===== src/rtl/multicycle_control.sv =====
// multicycle_control: main control FSM for the multi-cycle datapath.
// Sequences fetch/decode/execute/memory/writeback and drives every datapath
// strobe, mux select and the 3-bit UCon class for the ALU control decoder.
// Memory states wait on MemReady, so multi-cycle memory is tolerated.
//
// Ports:
//   clk, rst          clock (rising edge), asynchronous active-high reset
//   Opcode[5:0]       instruction[31:26], sampled only in DECODE
//   Zero              ALU zero flag (branch decision)
//   MemReady          memory completes the current access this cycle
//   UCon[2:0]         ALU operation class
//   PCEn, IorD, MemRead, MemWrite, IRWrite, RegDst, MemtoReg, RegWrite,
//   ALUSrcA, ALUSrcB[1:0], PCSrc[1:0]   datapath controls
//   Illegal           unsupported opcode seen in DECODE (one cycle)
//   State[3:0]        current state, for debug
module multicycle_control (
    input  logic       clk,
    input  logic       rst,
    input  logic [5:0] Opcode,
    input  logic       Zero,
    input  logic       MemReady,
    output logic [2:0] UCon,
    output logic       PCEn,
    output logic       IorD,
    output logic       MemRead,
    output logic       MemWrite,
    output logic       IRWrite,
    output logic       RegDst,
    output logic       MemtoReg,
    output logic       RegWrite,
    output logic       ALUSrcA,
    output logic [1:0] ALUSrcB,
    output logic [1:0] PCSrc,
    output logic       Illegal,
    output logic [3:0] State
);

    localparam int unsigned STATE_W = 4;
    localparam int unsigned OP_W    = 6;

    typedef enum logic [STATE_W-1:0] {
        S_FETCH  = 4'd0,
        S_DECODE = 4'd1,
        S_MEMADR = 4'd2,
        S_MEMRD  = 4'd3,
        S_MEMWB  = 4'd4,
        S_MEMWR  = 4'd5,
        S_RTEX   = 4'd6,
        S_ALUWB  = 4'd7,
        S_BEQ    = 4'd8,
        S_IMMEX  = 4'd9,
        S_IMMWB  = 4'd10,
        S_JUMP   = 4'd11
    } state_t;

    localparam logic [OP_W-1:0] OP_RTYPE = 6'b000000;
    localparam logic [OP_W-1:0] OP_LW    = 6'b100011;
    localparam logic [OP_W-1:0] OP_SW    = 6'b101011;
    localparam logic [OP_W-1:0] OP_BEQ   = 6'b000100;
    localparam logic [OP_W-1:0] OP_ADDI  = 6'b001000;
    localparam logic [OP_W-1:0] OP_ANDI  = 6'b001100;
    localparam logic [OP_W-1:0] OP_ORI   = 6'b001101;
    localparam logic [OP_W-1:0] OP_SLTI  = 6'b001010;
    localparam logic [OP_W-1:0] OP_J     = 6'b000010;

    localparam logic [2:0] UC_ADD   = 3'b000;
    localparam logic [2:0] UC_SUB   = 3'b001;
    localparam logic [2:0] UC_FUNCT = 3'b010;
    localparam logic [2:0] UC_ADDI  = 3'b011;
    localparam logic [2:0] UC_ANDI  = 3'b100;
    localparam logic [2:0] UC_ORI   = 3'b101;
    localparam logic [2:0] UC_SLTI  = 3'b110;

    state_t          state_q, state_d;
    logic [OP_W-1:0] op_reg_q, op_reg_d;

    // State and captured opcode registers
    always_ff @(posedge clk or posedge rst) begin
        if (rst) begin
            state_q  <= S_FETCH;
            op_reg_q <= '0;
        end else begin
            state_q  <= state_d;
            op_reg_q <= op_reg_d;
        end
    end

    // Next-state logic; opcode is latched only while decoding
    always_comb begin
        state_d  = state_q;
        op_reg_d = op_reg_q;
        case (state_q)
            S_FETCH: begin
                if (MemReady) state_d = S_DECODE;
            end
            S_DECODE: begin
                op_reg_d = Opcode;
                case (Opcode)
                    OP_LW, OP_SW:                      state_d = S_MEMADR;
                    OP_RTYPE:                          state_d = S_RTEX;
                    OP_BEQ:                            state_d = S_BEQ;
                    OP_ADDI, OP_ANDI, OP_ORI, OP_SLTI: state_d = S_IMMEX;
                    OP_J:                              state_d = S_JUMP;
                    default:                           state_d = S_FETCH;
                endcase
            end
            S_MEMADR: state_d = (op_reg_q == OP_LW) ? S_MEMRD : S_MEMWR;
            S_MEMRD: begin
                if (MemReady) state_d = S_MEMWB;
            end
            S_MEMWB:  state_d = S_FETCH;
            S_MEMWR: begin
                if (MemReady) state_d = S_FETCH;
            end
            S_RTEX:   state_d = S_ALUWB;
            S_ALUWB:  state_d = S_FETCH;
            S_BEQ:    state_d = S_FETCH;
            S_IMMEX:  state_d = S_IMMWB;
            S_IMMWB:  state_d = S_FETCH;
            S_JUMP:   state_d = S_FETCH;
            default:  state_d = S_FETCH;
        endcase
    end

    // Output decode from state and captured opcode
    always_comb begin
        UCon     = UC_ADD;
        PCEn     = 1'b0;
        IorD     = 1'b0;
        MemRead  = 1'b0;
        MemWrite = 1'b0;
        IRWrite  = 1'b0;
        RegDst   = 1'b0;
        MemtoReg = 1'b0;
        RegWrite = 1'b0;
        ALUSrcA  = 1'b0;
        ALUSrcB  = 2'b00;
        PCSrc    = 2'b00;
        Illegal  = 1'b0;
        case (state_q)
            S_FETCH: begin
                MemRead = 1'b1;
                ALUSrcB = 2'b01;
                IRWrite = MemReady;
                PCEn    = MemReady;
            end
            S_DECODE: begin
                ALUSrcB = 2'b11;
                case (Opcode)
                    OP_LW, OP_SW, OP_RTYPE, OP_BEQ, OP_ADDI,
                    OP_ANDI, OP_ORI, OP_SLTI, OP_J: Illegal = 1'b0;
                    default:                        Illegal = 1'b1;
                endcase
            end
            S_MEMADR: begin
                ALUSrcA = 1'b1;
                ALUSrcB = 2'b10;
            end
            S_MEMRD: begin
                MemRead = 1'b1;
                IorD    = 1'b1;
            end
            S_MEMWB: begin
                RegWrite = 1'b1;
                MemtoReg = 1'b1;
            end
            S_MEMWR: begin
                MemWrite = 1'b1;
                IorD     = 1'b1;
            end
            S_RTEX: begin
                ALUSrcA = 1'b1;
                UCon    = UC_FUNCT;
            end
            S_ALUWB: begin
                RegWrite = 1'b1;
                RegDst   = 1'b1;
            end
            S_BEQ: begin
                ALUSrcA = 1'b1;
                UCon    = UC_SUB;
                PCSrc   = 2'b01;
                PCEn    = Zero;
            end
            S_IMMEX: begin
                ALUSrcA = 1'b1;
                ALUSrcB = 2'b10;
                case (op_reg_q)
                    OP_ADDI: UCon = UC_ADDI;
                    OP_ANDI: UCon = UC_ANDI;
                    OP_ORI:  UCon = UC_ORI;
                    OP_SLTI: UCon = UC_SLTI;
                    default: UCon = UC_ADD;
                endcase
            end
            S_IMMWB: begin
                RegWrite = 1'b1;
            end
            S_JUMP: begin
                PCSrc = 2'b10;
                PCEn  = 1'b1;
            end
            default: begin
                UCon = UC_ADD;
            end
        endcase
        // Reset holds the FSM in FETCH; suppress every strobe meanwhile
        if (rst) begin
            MemRead  = 1'b0;
            MemWrite = 1'b0;
            IRWrite  = 1'b0;
            RegWrite = 1'b0;
            PCEn     = 1'b0;
            Illegal  = 1'b0;
        end
    end

    assign State = state_q;

endmodule


===== config.mk =====
export PLATFORM = sky130hd
export DESIGN_NAME = multicycle_control
export DESIGN_NICKNAME = d
export VERILOG_FILES = /design/src/rtl/multicycle_control.sv
export SDC_FILE = /design/constraint.sdc
export NUM_CORES = 1
export LEC_CHECK = 0
export CORE_MARGIN = 2
export CORE_UTILIZATION = 35
export CTS_CLUSTER_DIAMETER = 80
export DETAILED_ROUTE_END_ITERATION = 8
export PLACE_DENSITY_LB_ADDON = 0.08
export SLEW_MARGIN = 5
export SYNTH_ARGS = -nofsm -noshare
export SYNTH_HDL_FRONTEND = slang
export SYNTH_SLANG_ARGS = --single-unit

===== constraint.sdc =====
create_clock -name clk -period 4 [get_ports clk]
set_input_delay 0.8 -clock clk [delete_from_list [all_inputs] [get_ports clk]]
set_output_delay 0.8 -clock clk [all_outputs]
set_load 0.02 [all_outputs]

; Word level (Yosys, flattened, before mapping)
; Cells that the tools add are included.
[classes]
n_mux = 27
eq_ne = 27
n_reduce_logical = 11
[ops]
columns = cell, count
row1 = $eq 6x4->1 const B, 8
row2 = $pmux 4 s7, 1
row3 = $pmux 4 s5, 1
row4 = $eq 6x6->1 const B, 3
row5 = $eq 4x3->1 const B, 4
row6 = $eq 4x4->1 const B, 4
row7 = $mux 1, 16
row8 = $mux 4, 3
row9 = $pmux 3 s4, 1
row10 = $pmux 3 s3, 1
row11 = $reduce_or 9->1, 1
row12 = $eq 4x2->1 const B, 2
row13 = $reduce_or 2->1, 4
row14 = $reduce_or 4->1, 2
row15 = $eq 6x2->1 const B, 1
row16 = $eq 6x3->1 const B, 1
row17 = $logic_not 6->1, 1
row18 = $ne 2x2->1 const B, 3
row19 = $pmux 2 s3, 1
row20 = $eq 4x1->1 const B, 1
row21 = $logic_not 4->1, 1
row22 = $pmux 2 s2, 1
row23 = $mux 3, 1
row24 = $pmux 1 s3, 1
row25 = other kinds (2), 2
[totals]
regBits = 10
inputBits = 10
wordCells = 67

; Depth between registers and ports, before layout
[depth]
ltp_word = 5
ltp_mapped = 5

; Worst setup path after synthesis
; OpenSTA, ideal clock, no wires.
[synth_timing]
path_kind = input port to output port
from = input port rst
to = output port IRWrite
t_arrival_ns = 1.901
path_slack_ns = 1.299
stages = 2
path_cell_list = or3_1 nor4b_1
[synth_via]
elab_chain_len = 1
[synth_rtl]
columns = item, line_no
row1 = from (decl), 18  ; input logic rst,
row2 = $mux 1, 208  ; if (rst) begin
row3 = to (decl), 27  ; output logic IRWrite,
; Every way passes these cells.

; Final worst setup path
[layout_timing]
from = input port Opcode[1]
to = output port Illegal
[layout_via]
elab_chain_len = 5
[layout_rtl]
columns = item, line_no
row1 = from (decl), 19  ; input logic [5:0] Opcode,
row2 = "$eq 6x2->1, or another cell as far along", 149  ; case (Opcode)
row3 = $reduce_or 9->1 *, 149
row4 = $mux 1 *, 149
row5 = $mux 1 *, 140  ; case (state_q)
row6 = $mux 1 *, 208
row7 = to (decl), 34  ; output logic Illegal,
; Every way passes the cells marked *; elsewhere a longest branch is shown, timed or not.

==> results_dict.tcl <==
set metrics [dict create \
    status "completed" \
    globalplace.congestion 0.772 \
    synth.area.top_cells "sky130_fd_sc_hd__dfrtp_1 (29%), sky130_fd_sc_hd__mux2_2 (7.9%), sky130_fd_sc_hd__nor2b_1 (4.4%)" \
    post-cts-setup-buffer-count 0 \
    die_w_microns 53.5 \
    route.met3.wl_microns 99 \
    setup_viol_count_final 0 \
    clk_pin_slew_ns 0.07 \
    wl_per_cell_microns 14.1 \
    setup.worst_path.start_class "input port" \
    cell_chain_critical_path "clkdlybuf4s50_1 > o21ba_2 > o211ai_1 > and4_1 > clkdlybuf4s50_1" \
    synth.yosys.warnings 0 \
    cts_hold_repair.buffers 0 \
    mostFrequentLayoutCell "sky130_fd_sc_hd__clkdlybuf4s50_1" \
    hold_path_class "flop to flop" \
    wl_met2_mm 1.01 \
    critical_path.endpoint_type "output port" \
    fin_nets 137 \
    syn_area_per_cell_sq_um 8.73 \
    m1WireLength_mm 1.04 \
    route.detailed.vias_per_inst 5.52 \
    clock-root-buffer "sky130_fd_sc_hd__clkbuf_4" \
    hold_path_startpoint "op_reg_q[4]$_DFFE_PP0P_" \
    initial_antenna_violation_count 0 \
    reg2reg_launch_point "State[1]$_DFFE_PP0P_" \
    ys.flop_type "sky130_fd_sc_hd__dfrtp_1" \
    seq_area_frac_synth_pct 29.2 \
    rsz0062_at_grt "false" \
    max_clk_rate_mhz 296 \
    grt_remaining_overflow 0 \
    final_core_utilization_pct 53.1 \
    drive_above_1_share_pct 11.9 \
    maxSlewHeadroom_pct 54.6 \
    report.final.hold_viol_count 0 \
    hpwl_mm 1.59 \
    synthDominantCellAreaShare_pct 29.2 \
    clock_sink_count 10 \
    mostFrequentLayoutCells "sky130_fd_sc_hd__clkdlybuf4s50_1 (30), sky130_fd_sc_hd__dfrtp_1 (10), sky130_fd_sc_hd__nor2_1 (8)" \
    async_flop_share_pct 100 \
    layout_skew_ns 0.00230 \
    grt.total_usage_pct 17.3 \
    highest_layer "met4" \
    crit_path_frequent_cell "sky130_fd_sc_hd__clkdlybuf4s50_1" \
    drt_first_pass_iters 4 \
    netlist_area_sq_um 856 \
    post-route-min-period_ns 3.37 \
    syn_to_final_growth_pct 39.9 \
    worst_ep_required_time_ns 3.20 \
    drv_cap 0 \
    post_synthesis_register_bit_count 10 \
    top_level_ports 31 \
    synth.distinct_cells 37 \
    grt_max_degree 23 \
    power.total_mw 0.747 \
    worstPathArrival_ns 2.57 \
    number_of_synthesized_flops_with_an_enable_pin 0 \
    critPathMaxFanout 6 \
    insertion_delay_ns 0.26 \
    cts_buffers 3 \
    synth_top_area_cell "sky130_fd_sc_hd__dfrtp_1" \
    dieArea_sq_um 2860 \
    global_route_wire_length_before_repair_mm 3.62 \
    criticalPathCategory "input port to output port" \
    cts_resized 0 \
    setup-tns-final_ns 0 \
    crit_start "Opcode[1]" \
    port-buffer-count 30 \
    count_of_h_tree_levels_built_during_cts 1 \
    synthesized_nets 108 \
    num_antenna_cells 0 \
    synth_cells 98 \
    tritoncts_clock_tree "yes" \
    critical_path.top_delay_family "buffers and inverters" \
    p_leak_nw 0.460 \
    route.final.wire_length_mm 2.17 \
    route.antenna.remaining_nets 0 \
    clockBufferDepth 2 \
    drt-initial-drc-count 11 \
    initial_utilization_pct 38.0 \
    crit_path_buffers_inverters 2 \
    crit_path_top_delay_cell "sky130_fd_sc_hd__clkdlybuf4s50_1" \
    layout_worst_path_cycle_share_pct 84.3 \
    die-height_microns 53.5 \
    power_per_cell_area_nw_per_um2 624 \
    worstMarginPinSlew_ns 0.681 \
    timing_max_transition_violations_final 0 \
    first_global_vias 788 \
    vdd_drop_max_mv 0.386 \
    core_area_sq_um 2250 \
    cp_slowest_stage_delay_ns 0.60 \
    drcViolationCount 0 \
    placement_rows 17 \
    dr_total_vias 850 \
]
synth_stat cells (3+ instances only):
cell / instances
sky130_fd_sc_hd__nor2b_1: 6
sky130_fd_sc_hd__o21ai_0: 4
sky130_fd_sc_hd__nand2_1: 3
sky130_fd_sc_hd__nand3_1: 3
sky130_fd_sc_hd__mux2i_1: 3
sky130_fd_sc_hd__nor3b_1: 4
sky130_fd_sc_hd__a21oi_1: 4
sky130_fd_sc_hd__nor2_1: 8
sky130_fd_sc_hd__buf_2: 3
sky130_fd_sc_hd__clkbuf_1: 3
sky130_fd_sc_hd__dfrtp_1: 10
sky130_fd_sc_hd__o211ai_1: 3
sky130_fd_sc_hd__and3_1: 4
sky130_fd_sc_hd__nor3_1: 5
sky130_fd_sc_hd__mux2_2: 6
sky130_fd_sc_hd__nand2b_1: 3
power breakdown:
group	internal, mW	switching [mW]
sequential	0.143	0.101
combinational	0.229	0.183
clock	0.0552	0.0369
total	0.427	0.320
routing by layer:
metal	global-route usage (%)	vias to the layer above
met5	0	-
li1	-	419
met2	27.8	24
met1	23.4	405
met4	5.13	0
met3	2.82	2
cell families after synthesis:
group	share of synthesized area, %
mux	11.4
xor+xnor	3.07
flops	29.2
buf+inv	6.14
simple gates	35.2
compound gates	14.9
sequential cells by signal, indices dropped and copies added (netlist names):
| name | cells |
|---|---|
| op_reg_q | 6 |
| State | 4 |
final timing paths:
kind / endpoint / slack [ns] / depth (start not counted)
min in group asynchronous: State[1]$_DFFE_PP0P_ / 0.98 / 3
worst max register to register: State[2]$_DFFE_PP0P_ / 2.29 / 3
max in group asynchronous: op_reg_q[0]$_DFFE_PP0P_ / 2.88 / 3
worst min register to register: op_reg_q[4]$_DFFE_PP0P_ / 0.55 / 1
worst min-delay path: op_reg_q[4]$_DFFE_PP0P_ / 0.55 / 1
worst max-delay path: Illegal / 0.63 / 5
through the flow:
step	instance area (sq um)	hold slack (ns)	worst slack, ns	cells
2_1_floorplan	856	0.505	1.30	98
3_3_place_gp	1160	0.537	0.625	150
3_5_place_dp	1160	0.536	0.648	150
4_1_cts	1200	0.552	0.631	154
5_1_grt	1200	0.577	0.557	154
6_report	1200	0.550	0.626	154
worst register-to-register path: stages, from the launching register on:
cell and delay [ns]:
sky130_fd_sc_hd__dfrtp_1 0.79, sky130_fd_sc_hd__or3b_2 0.56, sky130_fd_sc_hd__a41o_1 0.23, sky130_fd_sc_hd__nand4_1 0.07
cell type report:
class	count	area (sq um)
well taps	28	35.0
inverters	2	7.51
repair buffers	32	315
multi-input cells	78	553
clock buffers	4	36.3
flip-flops and latches	10	250
fillers	226	1060
Power figures use the tool's default switching activity.
